File: src/rtl/stack_defs.sv
`default_nettype none
// =============================================================================
// Module      : stack_defs
// Description : Shared operation encodings and sizing helper for lifo_stack.
// Revision    : 1.0 - initial release
// =============================================================================
package stack_defs;

    // Encodings of the {push, pop} strobe pair
    localparam logic [1:0] OP_IDLE    = 2'b00;
    localparam logic [1:0] OP_POP     = 2'b01;
    localparam logic [1:0] OP_PUSH    = 2'b10;
    localparam logic [1:0] OP_REPLACE = 2'b11;

    // Ceiling log2; bounded so the shift never reaches the sign bit
    function automatic int clog2(input int value);
        int result;
        result = 0;
        for (int i = 0; i < 31; i++) begin
            if ((1 << i) < value) begin
                result = i + 1;
            end
        end
        return result;
    endfunction

endpackage
`default_nettype wire

File: src/rtl/lifo_stack_mem.sv
`default_nettype none
// =============================================================================
// Module      : lifo_stack_mem
// Description : DEPTH x WIDTH register array, one sync write, one async read.
// Revision    : 1.0 - initial release
// =============================================================================
module lifo_stack_mem
    import stack_defs::*;
#(
    parameter  int WIDTH = 8,
    parameter  int DEPTH = 16,
    localparam int AW    = clog2(DEPTH)
) (
    input  logic             clk,
    input  logic             we_i,
    input  logic [AW-1:0]    waddr_i,
    input  logic [WIDTH-1:0] wdata_i,
    input  logic [AW-1:0]    raddr_i,
    output logic [WIDTH-1:0] rdata_o
);

    logic [WIDTH-1:0] mem_q [0:DEPTH-1];

    always_ff @(posedge clk) begin
        if (we_i) begin
            mem_q[waddr_i] <= wdata_i;
        end
    end

    assign rdata_o = mem_q[raddr_i];

endmodule
`default_nettype wire

File: src/rtl/lifo_stack.sv
`default_nettype none
// =============================================================================
// Module      : lifo_stack
// Description : Parametrised synchronous LIFO with status, peek, replace and
//               sticky overflow/underflow errors.
// Revision    : 1.0 - initial release
// =============================================================================
module lifo_stack
    import stack_defs::*;
#(
    parameter  int WIDTH = 8,
    parameter  int DEPTH = 16,
    localparam int CNT_W = clog2(DEPTH + 1)
) (
    input  logic             clk,
    input  logic             reset,
    input  logic             push,
    input  logic             pop,
    input  logic             clear_err,
    input  logic [WIDTH-1:0] data_in,
    output logic [WIDTH-1:0] data_out,
    output logic             out_valid,
    output logic [WIDTH-1:0] top,
    output logic [CNT_W-1:0] count,
    output logic             empty,
    output logic             full,
    output logic             overflow,
    output logic             underflow,
    output logic             error
);

    localparam int AW = clog2(DEPTH);

    logic [CNT_W-1:0] count_q, count_d;
    logic [WIDTH-1:0] dout_q, dout_d;
    logic             valid_q, valid_d;
    logic             ovf_q, ovf_d;
    logic             unf_q, unf_d;

    logic             w_empty;
    logic             w_full;
    logic             w_we;
    logic [AW-1:0]    w_waddr;
    logic [AW-1:0]    w_wr_idx;
    logic [AW-1:0]    w_top_idx;
    logic [WIDTH-1:0] w_rdata;

    assign w_empty  = (count_q == '0);
    assign w_full   = (count_q == CNT_W'(DEPTH));
    assign w_wr_idx = AW'(count_q);
    // Parked at 0 when empty so the read address always stays in range
    assign w_top_idx = w_empty ? '0 : AW'(count_q - CNT_W'(1));

    always_comb begin
        count_d = count_q;
        dout_d  = dout_q;
        valid_d = 1'b0;
        ovf_d   = ovf_q & ~clear_err;
        unf_d   = unf_q & ~clear_err;
        w_we    = 1'b0;
        w_waddr = w_wr_idx;

        case ({push, pop})
            OP_PUSH: begin
                if (w_full) begin
                    ovf_d = 1'b1;
                end else begin
                    w_we    = 1'b1;
                    count_d = count_q + CNT_W'(1);
                end
            end
            OP_POP: begin
                if (w_empty) begin
                    unf_d = 1'b1;
                end else begin
                    dout_d  = w_rdata;
                    valid_d = 1'b1;
                    count_d = count_q - CNT_W'(1);
                end
            end
            OP_REPLACE: begin
                valid_d = 1'b1;
                if (w_empty) begin
                    dout_d = data_in;
                end else begin
                    dout_d  = w_rdata;
                    w_we    = 1'b1;
                    w_waddr = w_top_idx;
                end
            end
            default: begin
            end
        endcase
    end

    always_ff @(posedge clk) begin
        if (reset) begin
            count_q <= '0;
            dout_q  <= '0;
            valid_q <= 1'b0;
            ovf_q   <= 1'b0;
            unf_q   <= 1'b0;
        end else begin
            count_q <= count_d;
            dout_q  <= dout_d;
            valid_q <= valid_d;
            ovf_q   <= ovf_d;
            unf_q   <= unf_d;
        end
    end

    lifo_stack_mem #(
        .WIDTH (WIDTH),
        .DEPTH (DEPTH)
    ) u_mem (
        .clk     (clk),
        .we_i    (w_we & ~reset),
        .waddr_i (w_waddr),
        .wdata_i (data_in),
        .raddr_i (w_top_idx),
        .rdata_o (w_rdata)
    );

    assign data_out  = dout_q;
    assign out_valid = valid_q;
    assign top       = w_empty ? '0 : w_rdata;
    assign count     = count_q;
    assign empty     = w_empty;
    assign full      = w_full;
    assign overflow  = ovf_q;
    assign underflow = unf_q;
    assign error     = ovf_q | unf_q;

endmodule
`default_nettype wire
File: config.mk
export PLATFORM = sky130hd
export DESIGN_NAME = lifo_stack
export DESIGN_NICKNAME = d
export VERILOG_FILES = /design/src/rtl/stack_defs.sv /design/src/rtl/lifo_stack_mem.sv /design/src/rtl/lifo_stack.sv
export SDC_FILE = /design/constraint.sdc
export NUM_CORES = 1
export LEC_CHECK = 0
export BUFFER_PORTS_ARGS = -buffer_cell sky130_fd_sc_hd__buf_2
export CAP_MARGIN = 15
export CELL_PAD_IN_SITES_DETAIL_PLACEMENT = 0
export CELL_PAD_IN_SITES_GLOBAL_PLACEMENT = 2
export CORE_MARGIN = 1
export CORE_UTILIZATION = 39
export CTS_CLUSTER_SIZE = 28
export DETAILED_ROUTE_END_ITERATION = 8
export PLACE_DENSITY = 0.85
export SLEW_MARGIN = 40
export SYNTH_ARGS = -nofsm -noshare
export SYNTH_HDL_FRONTEND = slang
export SYNTH_SLANG_ARGS = --single-unit
File: constraint.sdc
create_clock -name clk -period 3.6 [get_ports clk]
set_clock_uncertainty 0.1 [all_clocks]
set_input_delay 0.72 -clock clk [delete_from_list [all_inputs] [get_ports clk]]
set_output_delay 0.72 -clock clk [all_outputs]
set_load 0.01 [all_outputs]
# Word-level counts from Yosys, hierarchy flattened
# Memories as Yosys holds them, arrays and structs flattened.
# Cells that the tools add are included.
# totals
reg_bits,16
ramBits,128
output_inout_bits,27
wordCells,45
mem_count,1
# mem_list
name,depth,word_bits,rd,rd_ports_with_merged_regs,write_ports,line_no,text
u_mem.mem_q,16,8,1,0,1,lifo_stack_mem.sv:22,logic [WIDTH-1:0] mem_q [0:DEPTH-1];
# op_classes
add_sub_neg,2
eq_ne,6
n_mux,20
n_bitwise,6
reduce_logical,5
# ops
op,n
two-way mux 8 bit,3
case mux 8 bit (2 select lines),1
two-way mux 4 bit,3
two-way mux 5 bit,2
case mux 5 bit (2 select lines),1
two-way mux 1 bit,8
adder 5 x 1 -> 5 bit (second input constant),1
== test 5 bit (second input constant),1
logical NOT 5 bit,1
subtractor 5 x 1 -> 5 bit (second input constant),1
== test 2 bit (second input constant),2
inequality test 2 bit (second input constant),2
case mux 1 bit (2 select lines),2
nonzero test 2 bit,2
AND 1 bit,3
AND reduction 3 bit,1
== test 2 x 1 -> 1 bit (second input constant),1
NOT 1 bit,2
AND reduction 2 bit,1
OR 1 bit,1

# Logic depth before layout (Yosys ltp)
# Gate-level depths: netlist of the first run.
# logic_depth
ltp_word,6
depth_mapped,11
mapped_depth_nobuf,9

# Hierarchy
# From an unflattened synthesis of the first run, not the netlist that was laid out.
# hier_totals
hier_cells,334
area_unflattened_um2,5990.7
# by_module_without_submodules
module,instances,cells_each,area_per_inst_um2,seq_area_each_um2
lifo_stack_mem,1,221,4987.3,3843.7
lifo_stack,1,113,1003.5,320.3

# Worst setup path before layout of the first run
# OpenSTA, ideal clock, no wires.
# synth_timing
path_kind,reg2out
start,register count_q[0] (netlist: count[0])
end,output top[6]
t_arrival_ns,2.855
t_required_ns,2.780
setup_slack_ns,-0.075
stages_incl_launch_ff,12
path_buffers,3
cell_sequence,dfxtp_1 > inv_1 > ha_1 > or4b_1 > buf_6 > ha_1 > clkbuf_1 > buf_2 > a2111oi_0 > a2111oi_0 > nor4_1 > nor2_1
# synth_via
elab_chain_len,4
# synth_rtl
item,line_no,text
"start, declared",lifo_stack.sv:34,"logic [CNT_W-1:0] count_q, count_d;"
"start signal, assigned",lifo_stack.sv:104,count_q <= count_d;
subtractor 5 x 1 -> 5 bit / logical NOT 5 bit (equally long branches),--,
two-way mux 4 bit,lifo_stack.sv:52,assign w_top_idx = w_empty ? '0 : AW'(count_q - CNT_W'(1));
memory (16 x 8 bit),--,
two-way mux 8 bit *,lifo_stack.sv:126,assign top = w_empty ? '0 : w_rdata;
"end, declared",lifo_stack.sv:23,"output logic [WIDTH-1:0] top,"
# Every way passes the cells marked *; elsewhere a longest branch is shown, timed or not.

# Worst setup path in the final report of the first run
# layout_timing
start,register count_q[1] (netlist: count[1])
end,output top[0]
# The elaborated chain is that of the path after synthesis.

==> results of run 1 <==
-- worst max-delay path by stage --
stage                     slack (ns)  depth (start not counted)      to                  start
after floorplan                 0.02                         11  top[6]  count[0]$_SDFFE_PP0P_
after global placement         -0.12                         11  top[5]  count[1]$_SDFFE_PP0P_
after detailed placement       -0.15                         11  top[5]  count[1]$_SDFFE_PP0P_
after CTS                      -0.24                         13  top[0]  count[1]$_SDFFE_PP0P_
after global routing           -0.43                         12  top[0]  count[1]$_SDFFE_PP0P_
final                          -0.34                         12  top[0]  count[1]$_SDFFE_PP0P_
-- cell type report --
class                      count  area share (%)
clock buffer                  20           5.176
clock inverter                12           1.958
timing repair buffer         110           9.951
sequential                   144           49.37
tap                          211           3.129
inverter                       5          0.3708
multi-input combinational    263           30.05
-- metrics by stage --
| stage | util, % | TNS, ns | cell area (um2) | total power [W] | hold slack, ns |
|---|---|---|---|---|---|
| 5_1_grt | 54.69 | -2.992 | 8437 | 0.006153 | 0.4069 |
| 2_1_floorplan | - | 0 | 6271 | 0.002764 | 0.3961 |
| 4_1_cts | 53.83 | -1.790 | 8304 | 0.005803 | 0.3821 |
| 6_report | 54.69 | -1.987 | 8437 | 0.005923 | 0.3848 |
| 3_3_place_gp | 45.86 | -0.3738 | 7076 | 0.003386 | 0.3619 |
| 3_5_place_dp | 45.87 | -0.5532 | 7077 | 0.003405 | 0.3744 |
-- tightest hold or removal path, stage by stage (launching register included) --
cell and delay, ns:
sky130_fd_sc_hd__dfxtp_1 0.32, sky130_fd_sc_hd__nand2b_1 0.07, sky130_fd_sc_hd__a21oi_1 0.05
-- cells by family after synthesis --
kind of cell / share of synthesized area, %
adders and majority gates: 0.7988
xor gates and xnor gates: 0.8387
AOI/OAI and AO/OA: 13.70
DFF: 66.45
muxes: 5.431
and+or+nand+nor: 9.485
buffers and inverters: 3.295
-- cells in the final DEF, fill, tap and decap left out, types with 3 or more instances in the layout --
master / synthesis / layout
sky130_fd_sc_hd__edfxtp_1: 128 / 128
sky130_fd_sc_hd__buf_4: 0 / 61
sky130_fd_sc_hd__a2111oi_2: 0 / 39
sky130_fd_sc_hd__buf_2: 8 / 39
sky130_fd_sc_hd__nor2_1: 35 / 35
sky130_fd_sc_hd__mux2i_1: 34 / 33
sky130_fd_sc_hd__nor2b_1: 34 / 27
sky130_fd_sc_hd__clkbuf_16: 0 / 17
sky130_fd_sc_hd__dfxtp_1: 16 / 15
sky130_fd_sc_hd__a2111oi_4: 0 / 13
sky130_fd_sc_hd__a2111oi_1: 0 / 10
sky130_fd_sc_hd__nand2b_1: 9 / 9
sky130_fd_sc_hd__nand2_1: 9 / 9
sky130_fd_sc_hd__a21oi_1: 9 / 9
sky130_fd_sc_hd__a22oi_1: 8 / 8
sky130_fd_sc_hd__o22ai_1: 8 / 8
sky130_fd_sc_hd__nor2b_2: 0 / 7
sky130_fd_sc_hd__buf_12: 0 / 6
sky130_fd_sc_hd__o21ai_0: 5 / 5
sky130_fd_sc_hd__nor4_4: 0 / 5
sky130_fd_sc_hd__xnor2_1: 5 / 5
sky130_fd_sc_hd__bufinv_16: 0 / 4
sky130_fd_sc_hd__a211oi_1: 3 / 3
sky130_fd_sc_hd__clkbuf_1: 20 / 3
sky130_fd_sc_hd__clkinv_1: 0 / 3
sky130_fd_sc_hd__buf_6: 5 / 3
-- registers in the layout, summed over array words and instances (netlist names) --
name / cells
u_mem.mem_q: 128
count: 5
underflow: 1
overflow: 1
out_valid: 1
data_out: 8
-- power breakdown --
group          total, W  internal [W]  switching, W
clock network   0.00180       0.00115      0.000650
registers       0.00190       0.00188     0.0000227
logic           0.00223      0.000979       0.00125
total           0.00592       0.00400       0.00192
-- what timing repair did --
item,in CTS,in global routing
resized for setup,141,19
setup endpoints to repair,8,8
setup buffers,10,0
pin swaps,29,5
gates cloned,1,0
-- metal layers --
| layer | global-route usage, % | wire length (um) | part of all wire [%] | up-vias |
|---|---|---|---|---|
| li1 | - | - | - | 1988 |
| met1 | 28.90 | 7559 | 44 | 2263 |
| met2 | 34.63 | 8236 | 48 | 143 |
| met3 | 5.447 | 866 | 5.1 | 22 |
| met4 | 8.512 | 397 | 2.3 | 0 |
| met5 | 0 | 0 | 0 | - |
==> Implementation_results.wiki, run 1 <==
{| class="wikitable"
! Metric !! Value
|-
| Result of the run || finished with violations
|-
| Violations in the final reports || negative setup slack
|-
| Register bit total from synthesis || 144
|-
| Worst Reg2Reg Path Length in Cells || 10
|-
| DIE HEIGHT || 128.8 um
|-
| Startpoint type of the worst setup path || flip-flop
|-
| FF+latch area || 4165 um2
|-
| Crit path required time || 2.78 ns
|-
| Total area of multi-input combinational cells || 2535 um2
|-
| Most frequent cell after synthesis || sky130_fd_sc_hd__edfxtp_1
|-
| Post-route ant nets || 0
|-
| Synth Area per Inst || 14.05 um2
|-
| Weighted congestion reported at the end of routability-driven placement || 0.8396
|-
| Pins over their slew limit || 0
|-
| Final hold violation count || 0
|-
| Total routed wirelength || 17.06 mm
|-
| Non-filler cells, final || 765
|-
| DRC Markers || 0
|-
| Gr usage total || 21.84%
|-
| Leakage power || 2.795 nW
|-
| Number of I/O port buffers || 39
|-
| Minimum setup slack in the final design || -0.3357 ns
|-
| Period utilisation layout || 109.3%
|-
| Critical Path Sink Type || primary output
|-
| Highest achievable clock rate || 254.1 MHz
|-
| Top cell types by occurrence after synthesis || 128 x sky130_fd_sc_hd__edfxtp_1, 64 x sky130_fd_sc_hd__a2111oi_0, 35 x sky130_fd_sc_hd__nor2_1
|-
| CP max stage cell || sky130_fd_sc_hd__or4b_4
|-
| Warnings, synthesis || 0
|-
| CP max stage delay || 0.48 ns
|-
| Hold Path Origin || overflow$_SDFF_PP0_
|-
| Root buffer selected by CTS || sky130_fd_sc_hd__clkbuf_16
|-
| Grt total ovfl || 0
|-
| Post-CTS Hold Buffers || 0
|-
| Routed length per placed instance || 22.30 um
|-
| Setup slack, reg-to-reg || 0.50 ns
|-
| Final #Nets || 558
|-
| Detailed Route Iter0 Violations || 428
|-
| Number of placed instances with taps included || 722
|-
| Number of buffers between clock root and the deepest sink || 2
|-
| Combined buffer and inverter count along the critical path || 5
|-
| Crit Reg-Reg Endpoint || u_mem.mem_q[8][0]$_DFFE_PP_
|-
| Effective utilization at floorplan || 40.62%
|-
| Number of filler cells placed in the layout || 1,247
|-
| Setup repair after global routing missed its margin || yes
|-
| Final number of setup-violating endpoints || 8
|-
| Reg-to-Reg Start || count[0]$_SDFFE_PP0P_
|-
| Largest cells by area after synthesis || sky130_fd_sc_hd__edfxtp_1 61%, sky130_fd_sc_hd__a2111oi_0 8.9%, sky130_fd_sc_hd__mux2i_1 5.4%, sky130_fd_sc_hd__dfxtp_1 5.1%, sky130_fd_sc_hd__nor2b_1 3.4%
|-
| Top Family by Delay on Critical Path || simple AND/OR/NAND/NOR gates
|-
| Number of antenna diodes || 0
|-
| Synth-to-layout area growth || 34.64%
|-
| Std-Cell Rows || 45
|-
| Depth of the worst hold-timing path || 2
|-
| Boundary pin count || 40
|-
| Clock tree from TritonCTS || yes
|-
| Clock edge transition at the registers on the reported setup and hold paths || 0.06 ns
|-
| Proportion of layout cells with a drive suffix above 1 || 38.45%
|-
| Arrival time at the worst endpoint || 3.12 ns
|-
| X dimension of the die || 128.8 um
|-
| Number of global-route vias before repair || 4,498
|-
| Unique cell type count in the Yosys netlist || 43
|-
| Via count of the routed design || 4,416
|-
| Number of enable-type register cells in the synthesized netlist || 128
|-
| Sequential fraction of the synthesis area || 66.45%
|-
| Type of the worst setup path || flip-flop to primary output
|-
| Share of the synthesized area in the top cell type || 61.34%
|-
| Post-Syn Area || 6266 um2
|-
| Shortest period the worst path allows || 3.936 ns
|-
| Max_cap viols || 0
|-
| First-pass GRT wire length || 26.10 mm
|-
| HPWL after detailed placement || 10.35 mm
|-
| Worst Hold End || overflow$_SDFF_PP0_
|-
| Insertion delay of the later-clocked pin in the worst-skew pair || 0.42 ns
|-
| Setup Slack @ Placement || -0.1520 ns
|-
| Areal power density over the cells || 702.1 nW/um2
|-
| Slew Limit Headroom || 46.46%
|-
| TritonCTS buffer count || 17
|-
| Placeable core region || 15,430 um2
|-
| Critical-path cell list || inv_2 -> ha_4 -> or4b_4 -> ha_4 -> buf_12 -> buf_12 -> a2111oi_4 -> a2111oi_4 -> nor4_2 -> buf_4 -> nor2_1 -> buf_2
|-
| Slew of the pin with the lowest slew margin || 0.8032 ns
|-
| Maximum level of the CTS H-tree || 4
|-
| Routed vias/inst || 5.773
|-
| Detailed-router iteration count before antenna repair || 4
|-
| Overall die area || 16,580 um2
|-
| Worst VDD drop || 0.4138 mV
|-
| Async S/R FF share, synth || 0%
|-
| Gate count after technology mapping || 446
|-
| Worst-path fanout max || 9
|-
| Most frequently used flop master after synthesis || sky130_fd_sc_hd__edfxtp_1
|-
| Largest area contributor in the netlist || sky130_fd_sc_hd__edfxtp_1
|-
| Min-delay worst type || flip-flop to flip-flop
|-
| Mapped Nets || 463
|-
| Clock Sink Count || 144
|-
| Number of antenna violations at the first check in global routing || 0
|-
| Maximum number of pins on one net before global-route repair || 36
|}
Power figures use the tool's default switching activity.
==> run 2: changes to the inputs <==
Settings changed: PLACE_DENSITY 0.85 to default, PLACE_DENSITY_LB_ADDON from default to 0.25, SETUP_SLACK_MARGIN from default to 0.1.
==> run 2 against run 1 <==
The flow still finishes with violations (negative setup slack). Clock-buffer cell count unchanged. Flip-flop and latch count unchanged. Combinational power decreased by 2%. Setup slack improved by 0.011 ns. Register-to-register slack got worse by 0.05 ns. Die area unchanged. Via count is 2.3% lower. Total power increased by 0.95%. Sequential power barely moved. Core utilization shrank 0.32 points. Largest cell class unchanged. Largest power group unchanged. Highest routed layer unchanged.
==> Implementation_results.wiki, run 2 (same netlist as run 1, synthesis figures left out) <==
{| class="wikitable"
! Metric !! Value
|-
| Worst Reg2Reg Path Length in Cells || 10 (unchanged)
|-
| Clock tree from TritonCTS || yes
|-
| Routed length per placed instance || 23.31 um (+4.5%)
|-
| Levels on crit path || 11 (-1)
|-
| Depth of the worst hold-timing path || 2 (unchanged)
|-
| Final number of setup-violating endpoints || 8 (unchanged)
|-
| Worst Hold End || overflow$_SDFF_PP0_
|-
| Leading cell type in the layout, fill and taps excluded || sky130_fd_sc_hd__edfxtp_1
|-
| Maximum level of the CTS H-tree || 4 (unchanged)
|-
| Shortest period the worst path allows || 3.925 ns (-0.01075 ns)
|-
| Metal3 WL || 819 um (-5.4%)
|-
| DRC Markers || 0 (unchanged)
|-
| Overall die area || 16,580 um2 (unchanged)
|-
| Non-Filler Cell Area, Final || 8387 um2 (-0.59%)
|-
| Critical-path cell list || inv_2 -> ha_4 -> or4b_4 -> ha_4 -> buf_4 -> nor2b_1 -> a2111oi_2 -> a2111oi_2 -> nor4_4 -> nor2_1 -> buf_2
|-
| Post-CTS Hold Buffers || 0 (unchanged)
|-
| HPWL after detailed placement || 10.85 mm (+4.8%)
|-
| Placeable core region || 15,430 um2 (unchanged)
|-
| Pins over their slew limit || 0 (unchanged)
|-
| Critical Path Sink Type || primary output
|-
| Slew of the pin with the lowest slew margin || 0.8712 ns (+0.06804 ns)
|-
| Setup repair after global routing missed its margin || yes
|-
| Boundary pin count || 40 (unchanged)
|-
| Grt total ovfl || 0 (unchanged)
|-
| Std-Cell Rows || 45 (unchanged)
|-
| TritonCTS buffer count || 17 (unchanged)
|-
| Number of antenna violations at the first check in global routing || 0 (unchanged)
|-
| Instance area after placement || 7051 um2 (-0.37%)
|-
| Final hold violation count || 0 (unchanged)
|-
| Effective utilization at floorplan || 40.62% (unchanged)
|-
| Highest metal layer with signal wires || met4
|-
| Detailed-router iteration count before antenna repair || 7 (+3)
|-
| Largest register by flop count || u_mem.mem_q
|-
| First-pass GRT wire length || 25.80 mm (-1.1%)
|-
| Violations in the final reports || negative setup slack
|-
| Type of the worst setup path || flip-flop to primary output
|-
| Root buffer selected by CTS || sky130_fd_sc_hd__clkbuf_16
|-
| Max_cap viols || 0 (unchanged)
|-
| CP max stage cell || sky130_fd_sc_hd__a2111oi_2
|-
| CP max stage delay || 0.57 ns (+0.09 ns)
|-
| Routed wire length on met2 || 8.586 mm (+4.2%)
|-
| Total routed wirelength || 17.74 mm (+4.0%)
|-
| Min-delay worst type || flip-flop to flip-flop
|-
| Number of global-route vias before repair || 4,236 (-5.8%)
|-
| Crit Reg-Reg Endpoint || u_mem.mem_q[5][0]$_DFFE_PP_
|-
| Overall Power || 0.005980 W (+0.95%)
|-
| Worst-path fanout max || 14 (+5)
|-
| Period utilisation layout || 109.0% (-0.30 points)
|-
| Minimum setup slack in the final design || -0.3250 ns (+0.01075 ns)
|-
| Combined buffer and inverter count along the critical path || 3 (-2)
|-
| Maximum number of pins on one net before global-route repair || 36 (unchanged)
|-
| Top Family by Delay on Critical Path || simple AND/OR/NAND/NOR gates
|-
| Synth-to-layout area growth || 33.85%
|-
| Hold Path Origin || overflow$_SDFF_PP0_
|-
| Clock edge transition at the registers on the reported setup and hold paths || 0.06 ns (about the same)
|-
| Sum of routed wire segments on met1 || 8.061 mm (+6.6%)
|-
| Areal power density over the cells || 713.0 nW/um2 (+1.5%)
|-
| Result of the run || finished with violations
|-
| Routed vias/inst || 5.671 (-1.8%)
|-
| Startpoint type of the worst setup path || flip-flop
|-
| Crit path required time || 2.78 ns (about the same)
|-
| Leakage power || 2.792 nW (-0.13%)
|-
| X dimension of the die || 128.8 um (unchanged)
|-
| Reg-to-Reg Start || count[1]$_SDFFE_PP0P_
|-
| DIE HEIGHT || 128.8 um (unchanged)
|-
| Arrival time at the worst endpoint || 3.10 ns (-0.02 ns)
|-
| Via count of the routed design || 4,316 (-2.3%)
|-
| Proportion of layout cells with a drive suffix above 1 || 38.55% (+0.098 points)
|-
| Flip-flop count of the largest register, all copies and words added || 128 (unchanged)
|-
| Tightest hold margin || 0.4067 ns (+0.02192 ns)
|-
| Most frequent cells in the layout || 128 x sky130_fd_sc_hd__edfxtp_1, 54 x sky130_fd_sc_hd__buf_4, 39 x sky130_fd_sc_hd__buf_2
|-
| Number of I/O port buffers || 39 (unchanged)
|-
| Clock Sink Count || 144 (unchanged)
|-
| Number of buffers between clock root and the deepest sink || 2 (unchanged)
|-
| Setup slack, reg-to-reg || 0.45 ns (-0.05 ns)
|-
| Worst VDD drop || 0.5013 mV (+21%)
|-
| Number of antenna diodes || 0 (unchanged)
|-
| Final #Nets || 554 (-0.72%)
|-
| Post-route ant nets || 0 (unchanged)
|-
| Highest achievable clock rate || 254.8 MHz (+0.27%)
|-
| Insertion delay of the later-clocked pin in the worst-skew pair || 0.42 ns (about the same)
|-
| Slew Limit Headroom || 41.92% (-4.5 points)
|-
| Detailed Route Iter0 Violations || 461 (+7.7%)
|-
| TNS Setup || -2.385 ns (-0.3981 ns)
|-
| Gr usage total || 21.82% (-0.025 points)
|-
| Weighted congestion reported at the end of routability-driven placement || 0.7974 (-5.0%)
|}
run 2: final cells by class:
type / instances / area [um2]
tap: 211 / 264.0
fill: 1311 / 7041
clock inverter: 12 / 180.2
clock buffer: 20 / 456.7
multi-input combinational: 264 / 2480
timing repair buffer: 105 / 809.5
inverter: 5 / 31.28
sequential: 144 / 4165
run 2: worst max path at each step:
| stage | from | endpoint |
|---|---|---|
| finish | count[0]$_SDFFE_PP0P_ | top[7] |
| global route | count[0]$_SDFFE_PP0P_ | top[5] |
| CTS | count[0]$_SDFFE_PP0P_ | top[1] |
| detailed placement | count[0]$_SDFFE_PP0P_ | top[1] |
| global placement | count[0]$_SDFFE_PP0P_ | top[7] |
| floorplan | count[1]$_SDFFE_PP0P_ | top[6] |
run 2: timing repair:
action / CTS / global route
setup endpoints to repair: 8 / 8
setup buffers: 5 / 4
pin swaps: 16 / 21
gates resized for setup: 68 / 71
cloned: 1 / 2
run 2: per-layer routing:
metal | global-route usage (%) | vias to the layer above
met4 | 6.298 | 0
met3 | 4.865 | 20
met2 | 35.10 | 111
met5 | 0 | -
met1 | 29.64 | 2195
li1 | - | 1990
run 2: metrics by stage:
step / worst slack (ns) / utilization (%) / cells
after floorplan: 0.1112 / - / 446
final: -0.3250 / 54.36 / 761
after global routing: -0.4733 / 54.36 / 761
after CTS: -0.3636 / 51.95 / 756
after global placement: -0.2453 / 45.65 / 718
after detailed placement: -0.2298 / 45.70 / 718
run 2: where the power goes:
group / total, W / switching [W] / internal [W]
Clock: 0.00190 / 0.000698 / 0.00120
Sequential: 0.00190 / 0.0000229 / 0.00187
Combinational: 0.00218 / 0.00124 / 0.000944
run 2: tightest hold or removal path, stage by stage, from the launching register on:
cell and delay [ns]:
sky130_fd_sc_hd__dfxtp_1 0.32, sky130_fd_sc_hd__nand2b_1 0.08, sky130_fd_sc_hd__a21oi_1 0.06
